[config.mk]
export PLATFORM = sky130hd
export DESIGN_NAME = imem_loader_flat
export DESIGN_NICKNAME = d
export VERILOG_FILES = /design/src/rtl/imem_loader_if.sv /design/src/rtl/imem_loader.sv /design/src/flat_wrapper.sv
export SDC_FILE = /design/constraint.sdc
export NUM_CORES = 1
export LEC_CHECK = 0
export BUFFER_PORTS_ARGS = -buffer_cell sky130_fd_sc_hd__buf_2
export CAP_MARGIN = 20
export CORE_ASPECT_RATIO = 1.5
export CORE_MARGIN = 2
export CORE_UTILIZATION = 25
export DETAILED_ROUTE_END_ITERATION = 10
export MAX_ROUTING_LAYER = met4
export REMOVE_ABC_BUFFERS = 1
export SLEW_MARGIN = 20
export SYNTH_ARGS = -nofsm -noshare
export SYNTH_HDL_FRONTEND = slang
export SYNTH_SLANG_ARGS = --single-unit
[constraint.sdc]
create_clock -name clk -period 4.25 [get_ports clk]
set_clock_uncertainty 0.1 [all_clocks]
set_input_delay 1.0625 -clock clk [delete_from_list [all_inputs] [get_ports clk]]
set_output_delay 1.0625 -clock clk [all_outputs]
set_load 0.05 [all_outputs]
[src/rtl/imem_loader_if.sv]
// Byte-stream input and instruction-memory write port of the image loader.
// Latency: n/a (wires only).
// Backpressure: none; the byte source strobes in_valid and the loader always accepts.
//   in_valid/in_byte   : byte strobe from UART-RX or the switch/KEY path
//   mem_we/addr/wdata  : one-cycle write into instruction memory
// master = byte source / memory side, slave = the loader itself.
interface imem_loader_if #(
    parameter int ADDR_W = 8
);
    logic              in_valid;
    logic [7:0]        in_byte;
    logic              mem_we;
    logic [ADDR_W-1:0] mem_addr;
    logic [15:0]       mem_wdata;

    modport master (
        output in_valid, in_byte,
        input  mem_we, mem_addr, mem_wdata
    );

    modport slave (
        input  in_valid, in_byte,
        output mem_we, mem_addr, mem_wdata
    );
endinterface

[src/rtl/imem_loader.sv]
// Framed byte-stream loader writing 16-bit words into instruction memory from address 0.
// Latency: mem_we pulses one cycle after the strobe carrying a word's low byte.
// Backpressure: none; every strobe is consumed, and a write never collides with the next byte.
//   clk, rst           : core clock, async active-low reset
//   bus (slave)        : byte input + instruction-memory write port
//   cpu_hold           : keeps the pipeline in reset during a load and after a failed one
//   load_done/load_err : sticky status of the last frame
//   words_loaded       : words written in the current/last frame
module imem_loader #(
    parameter int         ADDR_W    = 8,
    parameter logic [7:0] SYNC_BYTE = 8'hA5,
    parameter int         TIMEOUT   = 50000000
) (
    input  logic            clk,
    input  logic            rst,
    imem_loader_if.slave    bus,
    output logic            cpu_hold,
    output logic            load_done,
    output logic            load_err,
    output logic [ADDR_W:0] words_loaded
);
    localparam int TMO_W = $clog2(TIMEOUT + 1);
    localparam logic [TMO_W-1:0]  TMO_LAST = TMO_W'(TIMEOUT - 1);
    localparam logic [TMO_W-1:0]  TMO_ONE  = TMO_W'(1);
    localparam logic [ADDR_W-1:0] ADDR_ONE = ADDR_W'(1);
    localparam logic [ADDR_W:0]   WORD_ONE = (ADDR_W + 1)'(1);
    // COUNT of zero stands for a full memory image
    localparam logic [ADDR_W:0]   N_FULL   = {1'b1, {ADDR_W{1'b0}}};

    typedef enum logic [2:0] {
        IDLE, COUNT, DATA_HI, DATA_LO, CHECK, DONE, ERR
    } state_t;

    state_t            state_q, state_d;
    logic [ADDR_W-1:0] addr_q, addr_d;
    logic [ADDR_W:0]   words_q, words_d;
    logic [ADDR_W:0]   n_q, n_d;
    logic [7:0]        chk_q, chk_d;
    logic [7:0]        hi_q, hi_d;
    logic [TMO_W-1:0]  tmo_q, tmo_d;
    logic              mem_we_q, mem_we_d;
    logic [ADDR_W-1:0] mem_addr_q, mem_addr_d;
    logic [15:0]       mem_wdata_q, mem_wdata_d;
    logic              hold_q, hold_d;
    logic              done_q, done_d;
    logic              err_q, err_d;

    logic              in_frame;
    logic [ADDR_W-1:0] count_trunc;
    logic [ADDR_W:0]   words_inc;

    always_ff @(posedge clk or negedge rst) begin
        if (!rst) begin
            state_q     <= IDLE;
            addr_q      <= '0;
            words_q     <= '0;
            n_q         <= '0;
            chk_q       <= '0;
            hi_q        <= '0;
            tmo_q       <= '0;
            mem_we_q    <= 1'b0;
            mem_addr_q  <= '0;
            mem_wdata_q <= '0;
            hold_q      <= 1'b0;
            done_q      <= 1'b0;
            err_q       <= 1'b0;
        end else begin
            state_q     <= state_d;
            addr_q      <= addr_d;
            words_q     <= words_d;
            n_q         <= n_d;
            chk_q       <= chk_d;
            hi_q        <= hi_d;
            tmo_q       <= tmo_d;
            mem_we_q    <= mem_we_d;
            mem_addr_q  <= mem_addr_d;
            mem_wdata_q <= mem_wdata_d;
            hold_q      <= hold_d;
            done_q      <= done_d;
            err_q       <= err_d;
        end
    end

    always_comb begin
        state_d     = state_q;
        addr_d      = addr_q;
        words_d     = words_q;
        n_d         = n_q;
        chk_d       = chk_q;
        hi_d        = hi_q;
        tmo_d       = tmo_q;
        mem_we_d    = 1'b0;
        mem_addr_d  = mem_addr_q;
        mem_wdata_d = mem_wdata_q;
        hold_d      = hold_q;
        done_d      = done_q;
        err_d       = err_q;

        // Narrower memories keep only the low ADDR_W bits of COUNT
        count_trunc = ADDR_W'(bus.in_byte);
        words_inc   = words_q + WORD_ONE;
        in_frame    = (state_q == COUNT) || (state_q == DATA_HI) ||
                      (state_q == DATA_LO) || (state_q == CHECK);

        case (state_q)
            IDLE, DONE, ERR: begin
                if (bus.in_valid && (bus.in_byte == SYNC_BYTE)) begin
                    state_d = COUNT;
                    hold_d  = 1'b1;
                    done_d  = 1'b0;
                    err_d   = 1'b0;
                    words_d = '0;
                    addr_d  = '0;
                    chk_d   = '0;
                    tmo_d   = '0;
                end
            end
            COUNT: begin
                if (bus.in_valid) begin
                    n_d     = (count_trunc == '0) ? N_FULL : {1'b0, count_trunc};
                    state_d = DATA_HI;
                end
            end
            DATA_HI: begin
                if (bus.in_valid) begin
                    hi_d    = bus.in_byte;
                    chk_d   = chk_q ^ bus.in_byte;
                    state_d = DATA_LO;
                end
            end
            DATA_LO: begin
                if (bus.in_valid) begin
                    chk_d       = chk_q ^ bus.in_byte;
                    mem_we_d    = 1'b1;
                    mem_addr_d  = addr_q;
                    mem_wdata_d = {hi_q, bus.in_byte};
                    // Wrap of addr only happens on the final word of a full image
                    addr_d      = addr_q + ADDR_ONE;
                    words_d     = words_inc;
                    state_d     = (words_inc == n_q) ? CHECK : DATA_HI;
                end
            end
            CHECK: begin
                if (bus.in_valid) begin
                    if (bus.in_byte == chk_q) begin
                        state_d = DONE;
                        done_d  = 1'b1;
                        hold_d  = 1'b0;
                    end else begin
                        state_d = ERR;
                        err_d   = 1'b1;
                    end
                end
            end
            default: state_d = IDLE;
        endcase

        // Idle-gap watchdog inside a frame; already-written words stay in memory
        if (in_frame) begin
            if (bus.in_valid) begin
                tmo_d = '0;
            end else if (tmo_q == TMO_LAST) begin
                tmo_d   = '0;
                state_d = ERR;
                err_d   = 1'b1;
            end else begin
                tmo_d = tmo_q + TMO_ONE;
            end
        end
    end

    assign bus.mem_we    = mem_we_q;
    assign bus.mem_addr  = mem_addr_q;
    assign bus.mem_wdata = mem_wdata_q;
    assign cpu_hold      = hold_q;
    assign load_done     = done_q;
    assign load_err      = err_q;
    assign words_loaded  = words_q;
endmodule

[src/flat_wrapper.sv]
// flat-port wrapper written by rule: the top's interface ports become plain ports
module imem_loader_flat 
#(
    parameter int         ADDR_W    = 8,
    parameter logic [7:0] SYNC_BYTE = 8'hA5,
    parameter int         TIMEOUT   = 50000000
)
  (clk, rst, cpu_hold, load_done, load_err, words_loaded, bus_in_valid, bus_in_byte, bus_mem_we, bus_mem_addr, bus_mem_wdata);
  imem_loader_if #(.ADDR_W(ADDR_W)) bus_i ();
  input  logic clk;
  input  logic rst;
  output logic cpu_hold;
  output logic load_done;
  output logic load_err;
  output logic [ADDR_W:0] words_loaded;
  input wire logic [$bits(bus_i.in_valid)-1:0] bus_in_valid;
  input wire logic [$bits(bus_i.in_byte)-1:0] bus_in_byte;
  output wire logic [$bits(bus_i.mem_we)-1:0] bus_mem_we;
  output wire logic [$bits(bus_i.mem_addr)-1:0] bus_mem_addr;
  output wire logic [$bits(bus_i.mem_wdata)-1:0] bus_mem_wdata;
  assign bus_i.in_valid = bus_in_valid;
  assign bus_i.in_byte = bus_in_byte;
  assign bus_mem_we = bus_i.mem_we;
  assign bus_mem_addr = bus_i.mem_addr;
  assign bus_mem_wdata = bus_i.mem_wdata;
  imem_loader #(.ADDR_W(ADDR_W), .SYNC_BYTE(SYNC_BYTE), .TIMEOUT(TIMEOUT)) u_core (.clk(clk), .rst(rst), .bus(bus_i), .cpu_hold(cpu_hold), .load_done(load_done), .load_err(load_err), .words_loaded(words_loaded));
endmodule
After elaboration in Yosys (flattened, before gate mapping)
Index checks and enable logic that the tools add are counted.
{"block": "totals", "ff_bits": 99, "inputBits": 11, "output_inout_bits": 37, "wordCells": 94}
{"block": "classes", "n_addsub": 3, "n_eq_ne": 15, "mux": 42, "n_bitwise": 1, "reduce_logical": 20}
{"operator": "26-bit two-way mux", "n": 5}
{"operator": "8-bit case mux with 2 select lines", "n": 2}
{"operator": "3-bit two-way mux", "n": 9}
{"operator": "9-bit two-way mux", "n": 3}
{"operator": "26-bit by 1-bit adder with 26-bit output (second input constant)", "n": 1}
{"operator": "26-bit equality test (second input constant)", "n": 1}
{"operator": "8-bit two-way mux", "n": 3}
{"operator": "9-bit case mux with 2 select lines", "n": 1}
{"operator": "3-bit case mux with 5 select lines", "n": 1}
{"operator": "1-bit two-way mux", "n": 14}
{"operator": "2-bit nonzero test", "n": 5}
{"operator": "9-bit by 1-bit adder with 9-bit output (second input constant)", "n": 1}
{"operator": "3-bit equality test (second input constant)", "n": 3}
{"operator": "9-bit equality test", "n": 1}
{"operator": "8-bit by 1-bit adder with 8-bit output (second input constant)", "n": 1}
{"operator": "8-bit equality test", "n": 1}
{"operator": "8-bit equality test (second input constant)", "n": 1}
{"operator": "8-bit zero test", "n": 1}
{"operator": "2-bit AND reduction", "n": 4}
{"operator": "8-bit bitwise XOR", "n": 1}
{"operator": "3-bit by 2-bit equality test with 1-bit output (second input constant)", "n": 2}
{"operator": "2-bit inequality test (second input constant)", "n": 3}
{"operator": "1-bit case mux with 2 select lines", "n": 3}
{"operator": "3-bit AND reduction", "n": 2}
{"operator": "9 further kinds", "n": 12}

Longest topological paths before layout
Gate-level depths: netlist (run 1).
{"block": "depth", "ltp_word": 8, "mapped_depth": 9, "depth_no_buf": 7}

Worst setup path after synthesis (run 1)
Ideal clock, no wire load.
{"block": "synth_path", "path_kind": "input port to flip-flop", "from": "input bus_in_valid", "to": "register u_core.tmo_q[10]", "setup_time_ns": 0.077, "t_arrival_ns": 2.582, "t_required_ns": 4.073, "slack_ns": 1.490, "stages": 6, "n_path_buf": 2, "path_cell_list": "clkbuf_1 or3b_2 nor2_1 clkbuf_1 a21oi_1 a21oi_1"}
{"block": "synth_between", "elab_chain_cells": 3, "elab_cells_between_ends": 5, "classes_between": "2 x mux; 3 x reduce/logical"}
{"item": "from (decl)", "line_no": "flat_wrapper.sv:16", "source": "input wire logic [$bits(bus_i.in_valid)-1:0] bus_in_valid;"}
{"item": "1-bit logical AND", "line_no": "imem_loader.sv:107", "source": "if (bus.in_valid && (bus.in_byte == SYNC_BYTE)) begin"}
{"item": "2-bit nonzero test (no line)"}
{"item": "2-bit AND reduction (no line)"}
{"item": "to (signal assigned)", "line_no": "imem_loader.sv:74", "source": "tmo_q <= tmo_d;"}
{"item": "to (decl)", "line_no": "imem_loader.sv:40", "source": "logic [TMO_W-1:0] tmo_q, tmo_d;"}
Parallel ways exist; a longest one is shown, timed or not.
A chain may end at the register's enable or synchronous reset.

Worst setup path after layout (run 1)
{"block": "layout_path", "from": "input bus_in_byte[1]", "to": "register u_core.tmo_q[5]"}
{"block": "layout_between", "elab_chain_cells": 4}
{"item": "from (decl)", "line_no": "flat_wrapper.sv:17", "source": "input wire logic [$bits(bus_i.in_byte)-1:0] bus_in_byte;"}
{"item": "8-bit equality test", "line_no": "imem_loader.sv:107"}
{"item": "1-bit logical AND", "line_no": "imem_loader.sv:107"}
{"item": "2-bit nonzero test (no line)"}
{"item": "2-bit AND reduction (no line)"}
Every way passes these cells.

==> flow_summary.ini, run 1 <==
[run_status]
outcome = finished, final reports clean

[drt]
antenna_left = 0
routed_wl_um = 11600
wl_per_cell_um = 13.7
route.detailed.drc = 0
vias_per_cell = 4.72
vias = 4003
dr.pass1.iters = 4
drtIter0Drc = 354

[final_layout]
multi_input_area_um2 = 2310
fin_nets = 597
seq_area_um2 = 2480
drive_above_1_share_pct = 15.5
area_growth_pct = 16.8
final_cells = 848
layout.filler_cells = 2070
fin_util_pct = 29.5

[setup_path]
path_max_fanout = 26
crit_path_end_kind = flop
cp_slowest_cell = nand2_1
worstSetupPathType = in -> reg
r2r_setup_slack_ns = 1.30
crit_buf_inv = 1
path_cells = buf_2, nor4_1, nand3_1, o211ai_1, nand2_1, o21ai_0, o41ai_1
critPathLaunchType = input pin
worst_ep_arrival_time_ns = 3.16
path_delay_family = simple AND/OR/NAND/NOR gates
cp.required_ns = 4.37
critPathMaxStageDelay_ns = 0.54

[cts]
holdBufCountCts = 0
htreeDepth = 3
clk_latency_ns = 0.35
clk_pin_slew_worst_paths_ns = 0.07
clockBufferDepth = 2
cts-root-buf = clkbuf_16
post-cts-setup-buffers = 0
cts_resized = 0
numCtsBuffers = 9
clock-sinks = 99
tritoncts = built

[synth]
async_flop_share_pct = 100
synth_simple_gate_area_share_pct = 22.1
synthTopCellsByArea = dfrtp_1 50%, nand2_1 8.7%, o21ai_0 6.1%, mux2_2 3.6%, xnor2_1 2.7%
synth-seq-area-share_pct = 50.0
synthMuxAreaShare_pct = 3.64
synth_compound_area_share_pct = 15.2
syn_avg_cell_area_um2 = 9.01
synth_commonest_cells = 115 x nand2_1, 99 x dfrtp_1, 60 x o21ai_0
synth_flop_cell = dfrtp_1
yosysMostFrequentCell = nand2_1
synth_xor_area_share_pct = 4.95
synth_fa_ha_area_share_pct = 0.757
yosysWarningCount = 0
synth_cells = 550
syn_area_um2 = 4960
synth_top_area_share_pct = 50.0
synth_edf_count = 0
synth_cell_types = 51
yosys.area.top_type = dfrtp_1
synth_top_family_by_area = simple AND/OR/NAND/NOR gates
ys_seq_elements = 99

[power_and_ir_drop]
leakage_nw = 2.63
ir_worst_vdd_mv = 0.259
p_per_area_nw_per_um2 = 634

[floorplanning]
io_pins = 48
die_w_um = 119
coreArea_um2 = 19600
start_util_pct = 25.3
rows = 63
die_y_um = 176
dieArea_um2 = 21000

[sta]
setup_viol = 0
hold_viol = 0
finalCritPeriodShare_pct = 71.6
setup_tns_ns = 0
slew_headroom_pct = 41.4
period_needed_ns = 3.04
fmax_ghz = 0.329
rsz0062_at_grt = false
worst_slew_pin_slew_ns = 0.877
finalMaxSlewViolations = 0

[global_routing]
grt_max_degree = 65
overflow = 0
grt_pass1_vias = 3743
grt_usage_pct = 11.7
antenna_found_initial = 1
grt_pass1_wl_um = 19200

[place]
io_buffers = 47
post-dp-hpwl_um = 8170
place_inst = 832
gp_congestion = 0.807

[worst_hold_path]
hp-class = reg -> reg

[flow_run]
cap_violations = 0
[cell families after synthesis]
logic type | Yosys count
XOR/XNOR | 28
buffers and inverters | 39
adder cells (fa/ha/maj) | 3
flip-flops | 99
multiplexers | 16
AND/OR/NAND/NOR | 235
AO/OA/AOI/OAI | 130
[layout by cell type (no fill, tap or decap), types with 2 or more instances in the layout]
| cell | n |
|---|---|
| nand3_1 | 21 |
| ha_1 | 3 |
| o31ai_1 | 10 |
| and2_1 | 7 |
| nor2_1 | 34 |
| bufinv_16 | 3 |
| o21ai_0 | 60 |
| xnor2_1 | 15 |
| nand2b_1 | 2 |
| and4_1 | 4 |
| o21ai_1 | 10 |
| dfrtp_1 | 99 |
| clkbuf_16 | 9 |
| o41ai_1 | 2 |
| inv_1 | 7 |
| nor4_1 | 5 |
| nand3b_1 | 2 |
| nor3_1 | 5 |
| buf_2 | 46 |
| mux2_2 | 16 |
| a31oi_1 | 14 |
| o21a_1 | 2 |
| a21oi_1 | 21 |
| nand2_1 | 115 |
| and3_1 | 14 |
| buf_4 | 7 |
| nor3b_1 | 2 |
| nor2b_1 | 3 |
| or3_1 | 2 |
| nand4_1 | 11 |
| xor2_1 | 13 |
[where the power goes]
| group | internal, W | total (W) | switching, W |
|---|---|---|---|
| sequential | 0.00120 | 0.00144 | 0.000236 |
| combinational | 0.000419 | 0.00129 | 0.000876 |
| clock | 0.000574 | 0.000934 | 0.000359 |
[routing by layer]
layer	track usage, %	vias to the layer above	share of wire [%]
li1	-	1998	-
met3	2.49	14	2.6
met5	-	-	0
met2	20.1	52	52
met4	4.12	0	1.9
met1	13.5	1939	44
[through the flow]
stage               area (um^2)  setup slack, ns  hold WS (ns)  total power [W]
floorplan                  4820            0.859         0.335          0.00239
global placement           5450            0.901         0.348          0.00274
detailed placement         5450            0.832         0.351          0.00277
CTS                        5780             1.21         0.370          0.00372
global route               5790            0.830         0.387          0.00390
finish                     5790             1.21         0.366          0.00367
[area by class of cell]
cell class              instances  share of cell area (%)
inverters                       7                   0.454
clock buffers                   9                    3.89
multi-input cells             412                    40.0
flip-flops and latches         99                    42.8
diodes                          1                  0.0432
well taps                     260                    5.62
clock inverters                 6                    1.95
repair buffers                 54                    5.23
[sequential cells by signal, indices dropped and copies added (netlist names)]
name,count
u_core.addr_q,8
u_core.bus.mem_addr,8
u_core.bus.mem_wdata,16
u_core.bus.mem_we,1
u_core.chk_q,8
u_core.cpu_hold,1
u_core.hi_q,8
u_core.load_done,1
u_core.load_err,1
u_core.n_q,9
u_core.state_q,3
u_core.tmo_q,26
u_core.words_loaded,9
[worst paths after layout]
| path | from | end | cells after the start |
|---|---|---|---|
| worst max register to register | u_core.tmo_q[10] | u_core.tmo_q[18] | 7 |
| worst min-delay path | u_core.hi_q[6] | u_core.bus.mem_wdata[14] | 2 |
| worst min register to register | u_core.hi_q[6] | u_core.bus.mem_wdata[14] | 2 |
| max in group asynchronous | rst | u_core.n_q[0] | 2 |
| worst max-delay path | bus_in_byte[1] | u_core.tmo_q[5] | 7 |
| min in group asynchronous | rst | u_core.words_loaded[3] | 1 |
[tightest hold or removal path, stage by stage, from the launching register on]
cell and delay (ns):
dfrtp_1 0.34, nand2_1 0.05, nand2_1 0.05
Note: power is estimated with default switching activity, not from simulation.
==> inputs of run 2 (changes only) <==
- clock period: 4.25 -> 2.51 ns (I/O delays scaled with it)
==> flow_summary.ini, run 2 (synthesis results as in run 1) <==
[power_and_ir_drop]
ir_worst_vdd_mv = 0.435
p_per_area_nw_per_um2 = 1040
leakage_nw = 2.87
p_total_w = 0.00640

[cts]
clock-sinks = 99
htreeDepth = 3
clk_pin_slew_worst_paths_ns = 0.06
clk_latency_ns = 0.35
clockBufferDepth = 2
tritoncts = built
cts-root-buf = clkbuf_16
holdBufCountCts = 0
numCtsBuffers = 9

[sta]
hold_viol = 0
finalCritPeriodShare_pct = 97.1
setup_viol = 0
worst_slew_pin_slew_ns = 0.619
fmax_ghz = 0.410
period_needed_ns = 2.44
slew_headroom_pct = 58.6
layout_setup_ws_ns = 0.0724
finalMaxSlewViolations = 0

[drt]
vias = 4204
route.detailed.drc = 0
routed_wl_um = 12700
dr.pass1.iters = 4
antenna_left = 0
drtIter0Drc = 270
wl_per_cell_um = 14.1
vias_per_cell = 4.70

[place]
post-place-ws_ns = 0.0175
io_buffers = 47
gp_congestion = 0.802
place_inst = 874
post-dp-hpwl_um = 8960

[floorplanning]
start_util_pct = 25.3
die_y_um = 176
die_w_um = 119
io_pins = 48
rows = 63
dieArea_um2 = 21000
coreArea_um2 = 19600

[final_layout]
largest_reg_flops = 26
final_cells = 895
drive_above_1_share_pct = 21.9
layout_commonest_cell = nand2_1
max_flop_register = u_core.tmo_q
area_growth_pct = 24.6
final_cell_mix = 115 x nand2_1, 99 x dfrtp_1, 58 x o21ai_0
fin_nets = 643

[setup_path]
critPathLaunchType = flop
cpMostUsedCell = buf_4
rr_worst_depth = 8
r2r_setup_slack_ns = 0.07
crit_path_end_kind = flop
cp.required_ns = 2.64
timing.rr.start = u_core.tmo_q[11]
worst_ep_arrival_time_ns = 2.57
path_max_fanout = 10
path_cells = or4_1, or4_4, o31ai_4, buf_4, buf_4, nor2b_1, o21ai_0, o31ai_1
cp_slowest_cell = or4_1
worstSetupPathType = reg -> reg
rr_endpoint = u_core.tmo_q[13]
critPathMaxStageDelay_ns = 0.51

[global_routing]
antenna_found_initial = 0
grt_use_met2_pct = 23.4
overflow = 0
grt_pass1_vias = 4216
grt_usage_pct = 13.0
grt_max_degree = 39
grt_busiest_layer = met2
grt_pass1_wl_um = 21300
met1_usage_pct = 14.4
grt_use_met3_pct = 2.10

[worst_hold_path]
hp-class = in -> async

[flow_run]
cap_violations = 0

[run_status]
outcome = finished, final reports clean
-- run 2: changes by cell type in the layout (fill, tap and decap cells not counted), sizes merged --
cell and change:
clkbuf +4, bufinv -1, clkinvlp +1, clkinv -1
buf +45, inv -1
-- run 2: critical path: cells and delay by family (launching register included) --
kind                   cells  cell delay [ns]
AOI/OAI and AO/OA          3             0.49
buffers and inverters      2             0.32
DFF                        1             0.37
and+or+nand+nor            3             1.03
-- run 2: per-layer routing --
metal | routed length, um | vias to the layer above
li1 | - | 2079
met1 | 5210 | 2064
met2 | 6890 | 49
met3 | 359 | 12
met4 | 189 | 0
met5 | 0 | -
-- run 2: per-stage QoR --
step / hold WS [ns] / util, % / area [um^2] / setup TNS [ns]
floorplan: 0.232 / - / 4820 / -8.16
CTS: 0.0361 / 31.2 / 6120 / 0
detailed placement: 0.357 / 29.5 / 5790 / 0
finish: 0.0356 / 31.5 / 6180 / 0
global placement: 0.355 / 29.4 / 5780 / -1.44
global route: 0.0480 / 31.5 / 6170 / -0.0499
-- run 2: final cells by class --
type                       count  area [um^2]
tap                          260          325
timing repair buffer         100          694
fill                        2038        13500
inverter                       7         26.3
multi-input combinational    412         2320
antenna                        1         2.50
sequential                    99         2480
clock inverter                 4         72.6
clock buffer                  12          256
-- run 2: what timing repair did --
action / in CTS / in global routing
gates resized for setup: 0 / 5
endpoints found under the setup margin: 0 / 19
setup buffers: 0 / 3
-- run 2: worst max path at each step --
stage / start / endpoint / slack (ns) / depth (start not counted)
floorplan: bus_in_valid / u_core.addr_q[5] / -0.45 / 7
global placement: bus_in_valid / u_core.tmo_q[22] / -0.15 / 5
detailed placement: bus_in_byte[3] / u_core.words_loaded[6] / 0.02 / 9
CTS: u_core.tmo_q[11] / u_core.tmo_q[13] / 0.008 / 7
global route: u_core.tmo_q[10] / u_core.tmo_q[13] / -0.02 / 8
finish: u_core.tmo_q[11] / u_core.tmo_q[13] / 0.07 / 8
-- run 2: power breakdown --
group	internal (W)	switching [W]	leakage (nW)
Clock	0.000927	0.000600	0.159
Combinational	0.000885	0.00161	1.43
Sequential	0.00204	0.000337	1.28
Total	0.00385	0.00255	2.87
==> inputs of run 3 (changes only) <==
- CORE_UTILIZATION: 25 -> 50
- PLACE_DENSITY: unset -> 0.72
==> flow_summary.ini, run 3 (synthesis results as in run 1) <==
[run_status]
outcome = finished, final reports clean

[sta]
slew_headroom_pct = 52.8
setup_viol = 0
fmax_ghz = 0.414
period_needed_ns = 2.42
rsz0062_at_grt = false
finalMaxSlewViolations = 0
setup_tns_ns = 0
worst_slew_pin_slew_ns = 0.707
finalCritPeriodShare_pct = 96.3
worst_hold_slack_ns = 0.108
hold_viol = 0

[worst_hold_path]
hp-class = in -> async

[drt]
vias_per_cell = 5.77
wl_per_cell_um = 16.1
antenna_left = 0
routed_wl_um = 11800
vias = 4251
drtIter0Drc = 277
route.detailed.drc = 0
dr.pass1.iters = 5

[cts]
tritoncts = built
clk_pin_slew_worst_paths_ns = 0.07
holdBufCountCts = 0
clock-sinks = 99
cts-root-buf = clkbuf_16
numCtsBuffers = 9
clk_latency_ns = 0.35
htreeDepth = 3
clockBufferDepth = 2

[final_layout]
fin_nets = 631
max_flop_register = u_core.tmo_q
layout_commonest_cell = nand2_1
seq_area_um2 = 2480
drive_above_1_share_pct = 20.4
largest_reg_flops = 26
final_cell_mix = 115 x nand2_1, 99 x dfrtp_1, 58 x o21ai_0
layout.filler_cells = 856
multi_input_area_um2 = 2320
antenna_cells = 0
area_growth_pct = 17.8

[place]
gp_congestion = 0.845
post-dp-hpwl_um = 8180
io_buffers = 47

[floorplanning]
die_w_um = 85.3
coreArea_um2 = 9690
start_util_pct = 51.1
io_pins = 48
dieArea_um2 = 10700
die_y_um = 126
rows = 44

[setup_path]
critPathLaunchType = flop
crit_path_end_kind = flop
cp.required_ns = 2.64
rr_endpoint = u_core.tmo_q[22]
worst_ep_arrival_time_ns = 2.55
rr_worst_depth = 7
cp_slowest_cell = or4_1
r2r_setup_slack_ns = 0.09
worstSetupPathType = reg -> reg
worstSetupStartpoint = u_core.tmo_q[11]
path_cells = or4_1, or4_4, o31ai_4, buf_6, a31oi_1, o21ai_1, o21ai_0
crit_path_end = u_core.tmo_q[22]
timing.rr.start = u_core.tmo_q[11]
critPathMaxStageDelay_ns = 0.53
path_max_fanout = 7

[global_routing]
grt_usage_pct = 23.4
antenna_found_initial = 0
grt_pass1_vias = 4073
overflow = 0
grt_max_degree = 50
grt_pass1_wl_um = 19400

[power_and_ir_drop]
ir_worst_vdd_mv = 0.812
p_per_area_nw_per_um2 = 1060
leakage_nw = 2.78

[flow_run]
cap_violations = 0
-- run 3: critical path: cells and delay by family (launching register included) --
family	cells	cell delay, ns
buffers and inverters	1	0.18
AND/OR/NAND/NOR	2	0.99
flip-flops	1	0.37
AO/OA/AOI/OAI	4	0.66
-- run 3: layout make-up --
class	instances	area share [%]
multi-input combinational	412	39.7
clock inverter	6	1.11
inverter	7	0.450
clock buffer	10	3.92
sequential	99	42.4
timing repair buffer	88	9.90
tap	115	2.46
-- run 3: what timing repair did --
action / 4_1_cts / 5_1_grt
setup endpoints to repair: 6 / 17
buffers inserted: 0 / 3
gates cloned: 0 / 1
gates resized for setup: 2 / 5
pin swaps: 0 / 4
-- run 3: report_power, final --
group	switching [W]	internal, W	leakage [nW]
clock network	0.000601	0.000776	0.148
registers	0.000350	0.00204	1.28
logic	0.00160	0.000835	1.35
total	0.00255	0.00365	2.78
-- run 3: metal layers --
metal | track usage, % | vias to the layer above | share of wire (%)
li1 | - | 2052 | -
met1 | 26.5 | 2085 | 40
met2 | 40.5 | 102 | 55
met3 | 5.50 | 12 | 3.6
met4 | 7.38 | 0 | 1.3
met5 | - | - | 0
-- run 3: worst min-delay path by stage --
stage / startpoint / cells past startpoint / slack (ns) / endpoint
2_1_floorplan: rst / 0 / 0.23 / u_core.addr_q[0]
3_3_place_gp: u_core.hi_q[5] / 2 / 0.35 / u_core.bus.mem_wdata[13]
3_5_place_dp: u_core.bus.mem_wdata[11] / 2 / 0.36 / u_core.bus.mem_wdata[11]
4_1_cts: rst / 1 / 0.12 / u_core.n_q[4]
5_1_grt: rst / 1 / 0.13 / u_core.n_q[4]
6_report: rst / 1 / 0.11 / u_core.words_loaded[4]
-- run 3: stage by stage --
stage | power (W) | cell area, um^2 | util, % | std cells | setup WS, ns
floorplan | 0.00405 | 4820 | - | 518 | -0.446
global placement | 0.00471 | 5500 | 56.8 | 717 | -0.0991
detailed placement | 0.00479 | 5500 | 56.8 | 717 | -0.164
CTS | 0.00619 | 5800 | 59.9 | 733 | 0.000622
global route | 0.00656 | 5840 | 60.3 | 737 | 0.000225
finish | 0.00620 | 5840 | 60.3 | 737 | 0.0940
